<file path="config.mk">
export PLATFORM = sky130hd
export DESIGN_NAME = seg_scan_driver
export DESIGN_NICKNAME = d
export VERILOG_FILES = /design/src/rtl/lc3_seg_pkg.sv /design/src/rtl/seg_hex_decoder.sv /design/src/rtl/seg_scan_driver.sv
export SDC_FILE = /design/constraint.sdc
export NUM_CORES = 1
export LEC_CHECK = 0
export CAP_MARGIN = 20
export CORE_UTILIZATION = 40
export CTS_BUF_LIST = sky130_fd_sc_hd__clkbuf_8 sky130_fd_sc_hd__clkbuf_16
export CTS_CLUSTER_DIAMETER = 150
export DETAILED_ROUTE_END_ITERATION = 7
export PLACE_DENSITY = 0.61
export SYNTH_ARGS = -nofsm -noshare
export SYNTH_HDL_FRONTEND = slang
export SYNTH_HIERARCHICAL = 1
export SYNTH_SLANG_ARGS = --single-unit
export TNS_END_PERCENT = 1
</file>
<file path="constraint.sdc">
create_clock -name clk -period 3.95 [get_ports clk]
set_input_delay 0.79 -clock clk [delete_from_list [all_inputs] [get_ports clk]]
set_output_delay 0.79 -clock clk [all_outputs]
set_load 0.02 [all_outputs]
</file>
<file path="src/rtl/lc3_seg_pkg.sv">
// Shared constants for the seven-segment scan path: hex font, segment bit positions
// and the pin idle-level helper. No logic, so there is no latency.
// There is no flow control here. Every consumer reads these values combinationally.
package lc3_seg_pkg;

  localparam int SEG_A  = 0;
  localparam int SEG_B  = 1;
  localparam int SEG_C  = 2;
  localparam int SEG_D  = 3;
  localparam int SEG_E  = 4;
  localparam int SEG_F  = 5;
  localparam int SEG_G  = 6;
  localparam int SEG_DP = 7;

  // Active-high a..g patterns. Entry 0 is the rightmost element, so HEX_FONT[n] is the glyph for n.
  localparam logic [15:0][6:0] HEX_FONT = {
    7'h71, 7'h79, 7'h5E, 7'h39, 7'h7C, 7'h77, 7'h6F, 7'h7F,
    7'h07, 7'h7D, 7'h6D, 7'h66, 7'h4F, 7'h5B, 7'h06, 7'h3F
  };

  // Idle level of a pin. An active-low pin idles high.
  function automatic logic inactive_level(input logic active_low);
    return active_low;
  endfunction

endpackage

</file>
<file path="src/rtl/seg_hex_decoder.sv">
// Maps a nibble and a dp flag to an active-high 8-bit segment pattern.
// Latency: purely combinational, zero cycles.
// There is no flow control. The output follows the inputs.
module seg_hex_decoder
  import lc3_seg_pkg::*;
(
  input  logic [3:0] nibble_i,
  input  logic       dp_i,
  output logic [7:0] seg_o
);

  // Look up the glyph and place the dp in its bit.
  always_comb begin
    seg_o                = '0;
    seg_o[SEG_G:SEG_A]   = HEX_FONT[nibble_i];
    seg_o[SEG_DP]        = dp_i;
  end

endmodule

</file>
<file path="src/rtl/seg_scan_driver.sv">
// Multiplexed N-digit seven-segment scanner with a double-buffered value, frame-synchronous load and ack.
// Latency: segment and select pins are registered, so they are 1 clock behind digit_idx and the active regs.
// Loads are never refused. A newer load overwrites the pending one, and a single ack fires when it is shown.
module seg_scan_driver
  import lc3_seg_pkg::*;
#(
  parameter int DIGITS         = 4,
  parameter int DIV            = 2,
  parameter int BLINK_DIV      = 8,
  parameter bit SEG_ACTIVE_LOW = 1'b1,
  parameter bit AN_ACTIVE_LOW  = 1'b1
) (
  input  logic                  clk,
  input  logic                  rst,
  input  logic [4*DIGITS-1:0]   value_in,
  input  logic [DIGITS-1:0]     dp_in,
  input  logic                  load,
  input  logic                  blank_lz,
  input  logic [DIGITS-1:0]     blink_mask,
  output logic                  load_ack,
  output logic                  frame_tick,
  output logic [7:0]            seg_output_single,
  output logic [DIGITS-1:0]     seg_output_sequence
);

  localparam int IDX_W = (DIGITS > 1) ? $clog2(DIGITS) : 1;
  localparam int DIV_W = (DIV > 1) ? $clog2(DIV) : 1;
  localparam int FC_W  = $clog2(2 * BLINK_DIV);

  logic [DIV_W-1:0]    div_cnt_q, div_cnt_d;
  logic [IDX_W-1:0]    digit_idx_q, digit_idx_d;
  logic [FC_W-1:0]     frame_cnt_q, frame_cnt_d;
  logic [4*DIGITS-1:0] act_val_q, act_val_d, pend_val_q, pend_val_d;
  logic [DIGITS-1:0]   act_dp_q, act_dp_d, pend_dp_q, pend_dp_d;
  logic                pend_vld_q, pend_vld_d;
  logic                load_ack_q, load_ack_d;
  logic [7:0]          seg_q, seg_d;
  logic [DIGITS-1:0]   sel_q, sel_d;

  logic                scan_tick, boundary, blink_phase;
  logic [3:0]          cur_nib;
  logic                cur_dp, cur_blink, cur_lz, lead_zero;
  logic [DIGITS-1:0]   sel_hi;
  logic [7:0]          dec_seg, pat;

  assign scan_tick   = (div_cnt_q == DIV_W'(DIV - 1));
  assign boundary    = scan_tick && (digit_idx_q == IDX_W'(DIGITS - 1));
  assign blink_phase = (frame_cnt_q >= FC_W'(BLINK_DIV));

  // Next-state logic for the scan counters and the pending/active buffers.
  always_comb begin
    div_cnt_d   = div_cnt_q + DIV_W'(1);
    digit_idx_d = digit_idx_q;
    frame_cnt_d = frame_cnt_q;
    act_val_d   = act_val_q;
    act_dp_d    = act_dp_q;
    pend_val_d  = pend_val_q;
    pend_dp_d   = pend_dp_q;
    pend_vld_d  = pend_vld_q;
    load_ack_d  = 1'b0;

    if (scan_tick) begin
      div_cnt_d   = '0;
      digit_idx_d = boundary ? '0 : digit_idx_q + IDX_W'(1);
    end

    if (load) begin
      pend_val_d = value_in;
      pend_dp_d  = dp_in;
      pend_vld_d = 1'b1;
    end

    // A load in the boundary cycle is newer than anything pending, so it goes straight to the active regs.
    if (boundary) begin
      frame_cnt_d = (frame_cnt_q == FC_W'(2 * BLINK_DIV - 1)) ? '0 : frame_cnt_q + FC_W'(1);
      if (load) begin
        act_val_d = value_in;
        act_dp_d  = dp_in;
      end else if (pend_vld_q) begin
        act_val_d = pend_val_q;
        act_dp_d  = pend_dp_q;
      end
      load_ack_d = load || pend_vld_q;
      pend_vld_d = 1'b0;
    end
  end

  // Select the current digit and compute leading-zero blanking, scanning from the top digit down.
  always_comb begin
    cur_nib   = '0;
    cur_dp    = 1'b0;
    cur_blink = 1'b0;
    cur_lz    = 1'b0;
    lead_zero = 1'b1;
    sel_hi    = '0;
    for (int i = DIGITS - 1; i >= 0; i--) begin
      lead_zero = lead_zero && (act_val_q[i*4 +: 4] == 4'h0);
      if (digit_idx_q == IDX_W'(i)) begin
        cur_nib   = act_val_q[i*4 +: 4];
        cur_dp    = act_dp_q[i];
        cur_blink = blink_mask[i];
        cur_lz    = blank_lz && lead_zero && (i != 0);
        sel_hi[i] = 1'b1;
      end
    end
  end

  seg_hex_decoder u_dec (
    .nibble_i (cur_nib),
    .dp_i     (cur_dp),
    .seg_o    (dec_seg)
  );

  // Blink hides the dp as well. A leading-zero blank keeps the dp.
  always_comb begin
    if (blink_phase && cur_blink) begin
      pat = 8'h00;
    end else if (cur_lz) begin
      pat = {cur_dp, 7'h00};
    end else begin
      pat = dec_seg;
    end
    seg_d = SEG_ACTIVE_LOW ? ~pat : pat;
    sel_d = AN_ACTIVE_LOW ? ~sel_hi : sel_hi;
  end

  // State and pin registers. Reset drops any pending load and parks the pins at their idle level.
  always_ff @(posedge clk) begin
    if (rst) begin
      div_cnt_q   <= '0;
      digit_idx_q <= '0;
      frame_cnt_q <= '0;
      act_val_q   <= '0;
      act_dp_q    <= '0;
      pend_val_q  <= '0;
      pend_dp_q   <= '0;
      pend_vld_q  <= 1'b0;
      load_ack_q  <= 1'b0;
      seg_q       <= {8{inactive_level(SEG_ACTIVE_LOW)}};
      sel_q       <= {DIGITS{inactive_level(AN_ACTIVE_LOW)}};
    end else begin
      div_cnt_q   <= div_cnt_d;
      digit_idx_q <= digit_idx_d;
      frame_cnt_q <= frame_cnt_d;
      act_val_q   <= act_val_d;
      act_dp_q    <= act_dp_d;
      pend_val_q  <= pend_val_d;
      pend_dp_q   <= pend_dp_d;
      pend_vld_q  <= pend_vld_d;
      load_ack_q  <= load_ack_d;
      seg_q       <= seg_d;
      sel_q       <= sel_d;
    end
  end

  assign frame_tick          = boundary && !rst;
  assign load_ack            = load_ack_q;
  assign seg_output_single   = seg_q;
  assign seg_output_sequence = sel_q;

endmodule

</file>
== Yosys cells after proc, flatten, opt, wreduce, memory -nomap -nowiden ==
Memories as Yosys holds them, arrays and structs flattened.
Index checks and enable logic that the tools add are counted.
Storage, ports and cells
  logic and storage cells: 72
  memory bits (read-only): 112
  bits of input ports: 28
  memories: 1
  bits in registers: 61
Cells by class
  $lt $le $gt $ge: 2
  reductions and logical operators: 19
  bitwise operators: 3
  equal/unequal tests: 4
  add/sub/neg operators: 3
  muxes and demuxes: 29
Memories
  (no name shown): words 16, width 7, rd ports 1, clocked after Yosys merged registers in 0, write ports 0, RTL line seg_hex_decoder.sv:15  | seg_o[SEG_G:SEG_A] = HEX_FONT[nibble_i];
Operators by type and width (number)
  two-way mux 16 bit: 2
  two-way mux 4 bit: 7
  two-way mux 1 bit: 16
  two-way mux 7 bit: 2
  logical NOT 4 bit: 3
  logical AND 1 bit: 8
  two-way mux 8 bit: 1
  inverter 8 bit: 1
  OR reduction 2 bit: 3
  < comparator 4 x 5 -> 1 bit, second input constant: 1
  adder 4 x 1 -> 4 bit, second input constant: 1
  equality test 2 bit, second input constant: 2
  equality test 4 bit, second input constant: 1
  >= comparator 4 bit, second input constant: 1
  inverter 4 bit: 1
  adder 2 x 1 -> 2 bit, second input constant: 1
  equality test 2 x 1 -> 1 bit, second input constant: 1
  logical NOT 2 bit: 1
  two-way mux 2 bit: 1
  AND reduction 2 bit: 1
  nonzero test 2 bit: 1
  adder 1 bit, second input constant: 1
  logical NOT 1 bit: 1
  logical OR 1 bit: 1
  inverter 1 bit: 1

== Longest topological paths before layout ==
  depth in word-level cells: 10
  depth in mapped cells: 12
  depth with buffers taken out: 11

== By module ==
Netlist, hierarchy kept.
Modules (own cells, without submodules)
  seg_scan_driver: sequential area each 1221.2 sq um, area an instance 2392.3 sq um, times used 1, cells each 253
  seg_hex_decoder: sequential area each 0.0 sq um, area an instance 295.3 sq um, times used 1, cells each 34

== Least setup slack after synthesis ==
OpenSTA, ideal clock, no wires.
  kind: reg2reg
  start point: register digit_idx_q[0]
  end point: register seg_q[3] (netlist: seg_output_single[3])
  required time: 3883 ps
  cell stages (with the launch flop): 12
  setup time: 67 ps
  data arrival time: 2560 ps
  setup slack: 1323 ps
  cell sequence: dfxtp_1 > inv_1 > ha_1 > clkbuf_1 > nand3b_1 > a21oi_1 > a21oi_1 > o21ai_0 > inv_1 > ha_1 > mux4_1 > nand3_1
On the way
  cells in the longest elaborated chain, start to end: 10
RTL lines
  start: declaration: RTL line seg_scan_driver.sv:31  | logic [IDX_W-1:0] digit_idx_q, digit_idx_d;
  start signal: assignment: RTL line seg_scan_driver.sv:143  | digit_idx_q <= digit_idx_d;
  equality test 2 bit: RTL line seg_scan_driver.sv:98  | if (digit_idx_q == IDX_W'(i)) begin
  two-way mux 4 bit (3 in a row): RTL line seg_scan_driver.sv:98
  two-way mux 4 bit (*): RTL line seg_scan_driver.sv:98
  via cur_nib[1]: RTL line seg_scan_driver.sv:41  | logic [3:0] cur_nib;
  memory read (16 x 7 bit) (*)
  two-way mux 7 bit (implied by the code) (*): RTL line seg_hex_decoder.sv:15
  via dec_seg[3]: RTL line seg_scan_driver.sv:44  | logic [7:0] dec_seg, pat;
  two-way mux 7 bit (*): RTL line seg_scan_driver.sv:118  | end else if (cur_lz) begin
  two-way mux 8 bit (*): RTL line seg_scan_driver.sv:116  | if (blink_phase && cur_blink) begin
  inverter 8 bit (*): RTL line seg_scan_driver.sv:123  | seg_d = SEG_ACTIVE_LOW ? ~pat : pat;
  end signal: assignment: RTL line seg_scan_driver.sv:139  | seg_q <= {8{inactive_level(SEG_ACTIVE_LOW)}};
  end signal: assignment: RTL line seg_scan_driver.sv:151  | seg_q <= seg_d;
  end: declaration: RTL line seg_scan_driver.sv:37  | logic [7:0] seg_q, seg_d;
The timed path passes the listed nets; every way through them passes the cells marked *. The select of a mux whose other input is x is not followed.
A chain may end at the register's enable or synchronous reset.

== Final worst setup path ==
Same ends and word-level chain as after synthesis.

==> out/results.tsv <==
metric	value	unit
ant_nets	0	
place_area	0.00314	mm2
dieArea	0.00705	mm2
synth.largest_area_cell	dfxtp_1	
slew_violations	0	
synth.distinct_cells	41	
rrSetupSlack	1.06	ns
clock_latency	0.33	ns
synth_area_leaders	dfxtp_1, mux2i_1, nor2_1, ha_1, a211oi_1	
synth_area	0.00269	mm2
routed-via-count	2008	
chipWidth	84.0	um
cts_inserted_buffers	9	
detail_route.wirelength	4.99	mm
worst-setup-path-type	flip-flop to flip-flop	
worst_hold_path.endpoint	div_cnt_q	
cp.required	4.22	ns
period_share	0.730	
rsz0062_at_grt	false	
whs_path_depth	1	
cts-root-buf	clkbuf_8	
reg2reg_depth	10	
nets	366	
syn_inst	287	
setup_violations	0	
die_h	84.0	um
vias_per_cell	4.93	
area_growth_syn_to_layout	24.3	%
end_kind	flip-flop	
start_util	0.418	
drt-initial-drc-count	67	
synth_top_area_frac	0.454	
gp_congestion	0.753	
hold_viol_final	0	
yosysSeqAreaShare	0.454	
io_buffers	41	
hold_class	flip-flop to flip-flop	
coreArea	0.00642	mm2
ir_drop	0.000200	V
grt-ovfl-total	0	
grt_antenna_before_repair	0	
h-tree-depth	3	
antenna_cells	0	
ys_async_sr_fraction	0	
r2r_start	digit_idx_q[0]	
grt.total_usage	0.163	
min_period	2.89	ns
drive_gt1_frac	0.0939	
min_from	div_cnt_q	
synth-main-ff-cell	dfxtp_1	
dp_hpwl	3.59	mm
synth_nets	328	
routedWlPerCell	12.3	um
post_cts_buffers	0	
relSlewSlack	0.474	
grt_max_degree	54	
drc	10	
final_util	0.520	
ioPinCount	42	
grt_pass1_wl	8.94	mm
arrival	3.15	ns
finalClockSkew	0.00679	ns
cts_resized	0	
p_per_area	402	mW/mm2
p_leak	0.00128	uW
cts_tree	done	
power.total	1340	uW
clk_pin_slew	0.07	ns
design_area	0.00334	mm2
holdBufCountCts	0	
final_common_cell	dfxtp_1	
cap_violations	0	
r2r_end	seg_output_single[3]	
std_cell_rows	29	
tightest_slew	0.769	ns
drt_first_pass_iters	6	
ys_seq_elements	61	
synth_edf_count	0	
clockBufferDepth	2	
grt_pass1_vias	1933	
cp_max_fo	15	
ys_warn_count	6	
max_freq	347	MHz
clock-sinks	61	
outcome	finished, violations left	
syn-mean-instance-area	9.36	um2
tns	0	ns
layout_common_cells	dfxtp_1, nor2_1, clkdlybuf4s50_1	
start_kind	flip-flop	
failed_checks	design-rule violations	
[cells by family (layout without fill, tap and decap cells)]
family | after synthesis | after routing | share of synthesized area
XOR/XNOR | 1 | 1 | 0.00326
AO/OA/AOI/OAI | 52 | 52 | 0.140
multiplexers | 28 | 28 | 0.112
flip-flops | 61 | 61 | 0.454
adder cells (fa/ha/maj) | 13 | 13 | 0.0605
AND/OR/NAND/NOR | 99 | 99 | 0.177
buffers and inverters | 33 | 76 | 0.0526
[power breakdown]
| group | internal (uW) | switching (uW) |
|---|---|---|
| sequential | 639 | 8.22 |
| clock | 307 | 238 |
| combinational | 74.4 | 75.7 |
| total | 1020 | 322 |
[area by class of cell]
class / instances / area (um2)
tap: 77 / 96.3
fill: 607 / 3080
clock buffer: 10 / 138
inverter: 14 / 52.6
multi-input combinational: 193 / 1330
sequential: 61 / 1220
timing repair buffer: 46 / 443
clock inverter: 6 / 62.6
[sequential cells by signal (all words and copies together) (netlist names), 2 cells and up]
signal / count
act_dp_q: 4
frame_cnt_q: 4
seg_output_sequence: 4
pend_dp_q: 4
pend_val_q: 16
digit_idx_q: 2
seg_output_single: 8
act_val_q: 16
[cell usage after synthesis (2+ instances only)]
cell and count:
clkbuf_1 12, nand2_1 12, o21ai_0 5, buf_2 2
nor3_1 5, ha_1 13, dfxtp_1 61, nand2b_1 7
nand3b_1 4, nor3b_1 2, nor2_1 51, buf_1 2
a21oi_1 13, buf_4 2, o31ai_1 2, a211oi_1 20
mux2i_1 24, nor2b_1 4, mux2_2 3, inv_1 14
nand3_1 7, a221oi_1 3
[worst max-delay path, stage by stage, from the launching register on]
cell	delay (ns)
dfxtp_1	0.39
inv_1	0.08
ha_1	0.36
nand3b_1	0.23
a21oi_1	0.16
a21oi_1	0.05
o21ai_0	0.43
inv_1	0.20
ha_1	0.33
mux4_1	0.51
nand3_1	0.08
[metrics by stage]
stage	instances	setup slack [ns]	hold WS, ns
finish	407	1.06	0.493
global route	407	0.802	0.529
CTS	407	1.06	0.498
detailed placement	391	1.08	0.481
global placement	391	1.24	0.470
floorplan	287	1.32	0.445
[metal layers]
layer  track usage  routed length (um)  up-vias
met5             0                   0        -
met2         0.237                2180       39
li1              -                   -     1076
met3        0.0495                 227        6
met1         0.219                2510      887
met4        0.0752                  76        0
[how the worst max path moves through the flow]
stage / start / end / slack [ns] / cells past startpoint
finish: digit_idx_q[0] / seg_output_single[3] / 1.06 / 10
global route: digit_idx_q[0] / seg_output_single[3] / 0.80 / 10
CTS: digit_idx_q[0] / seg_output_single[3] / 1.06 / 10
detailed placement: digit_idx_q[0] / seg_output_single[3] / 1.08 / 10
global placement: digit_idx_q[0] / seg_output_single[3] / 1.24 / 10
floorplan: digit_idx_q[0] / seg_output_single[3] / 1.32 / 11
Power figures use the tool's default switching activity.
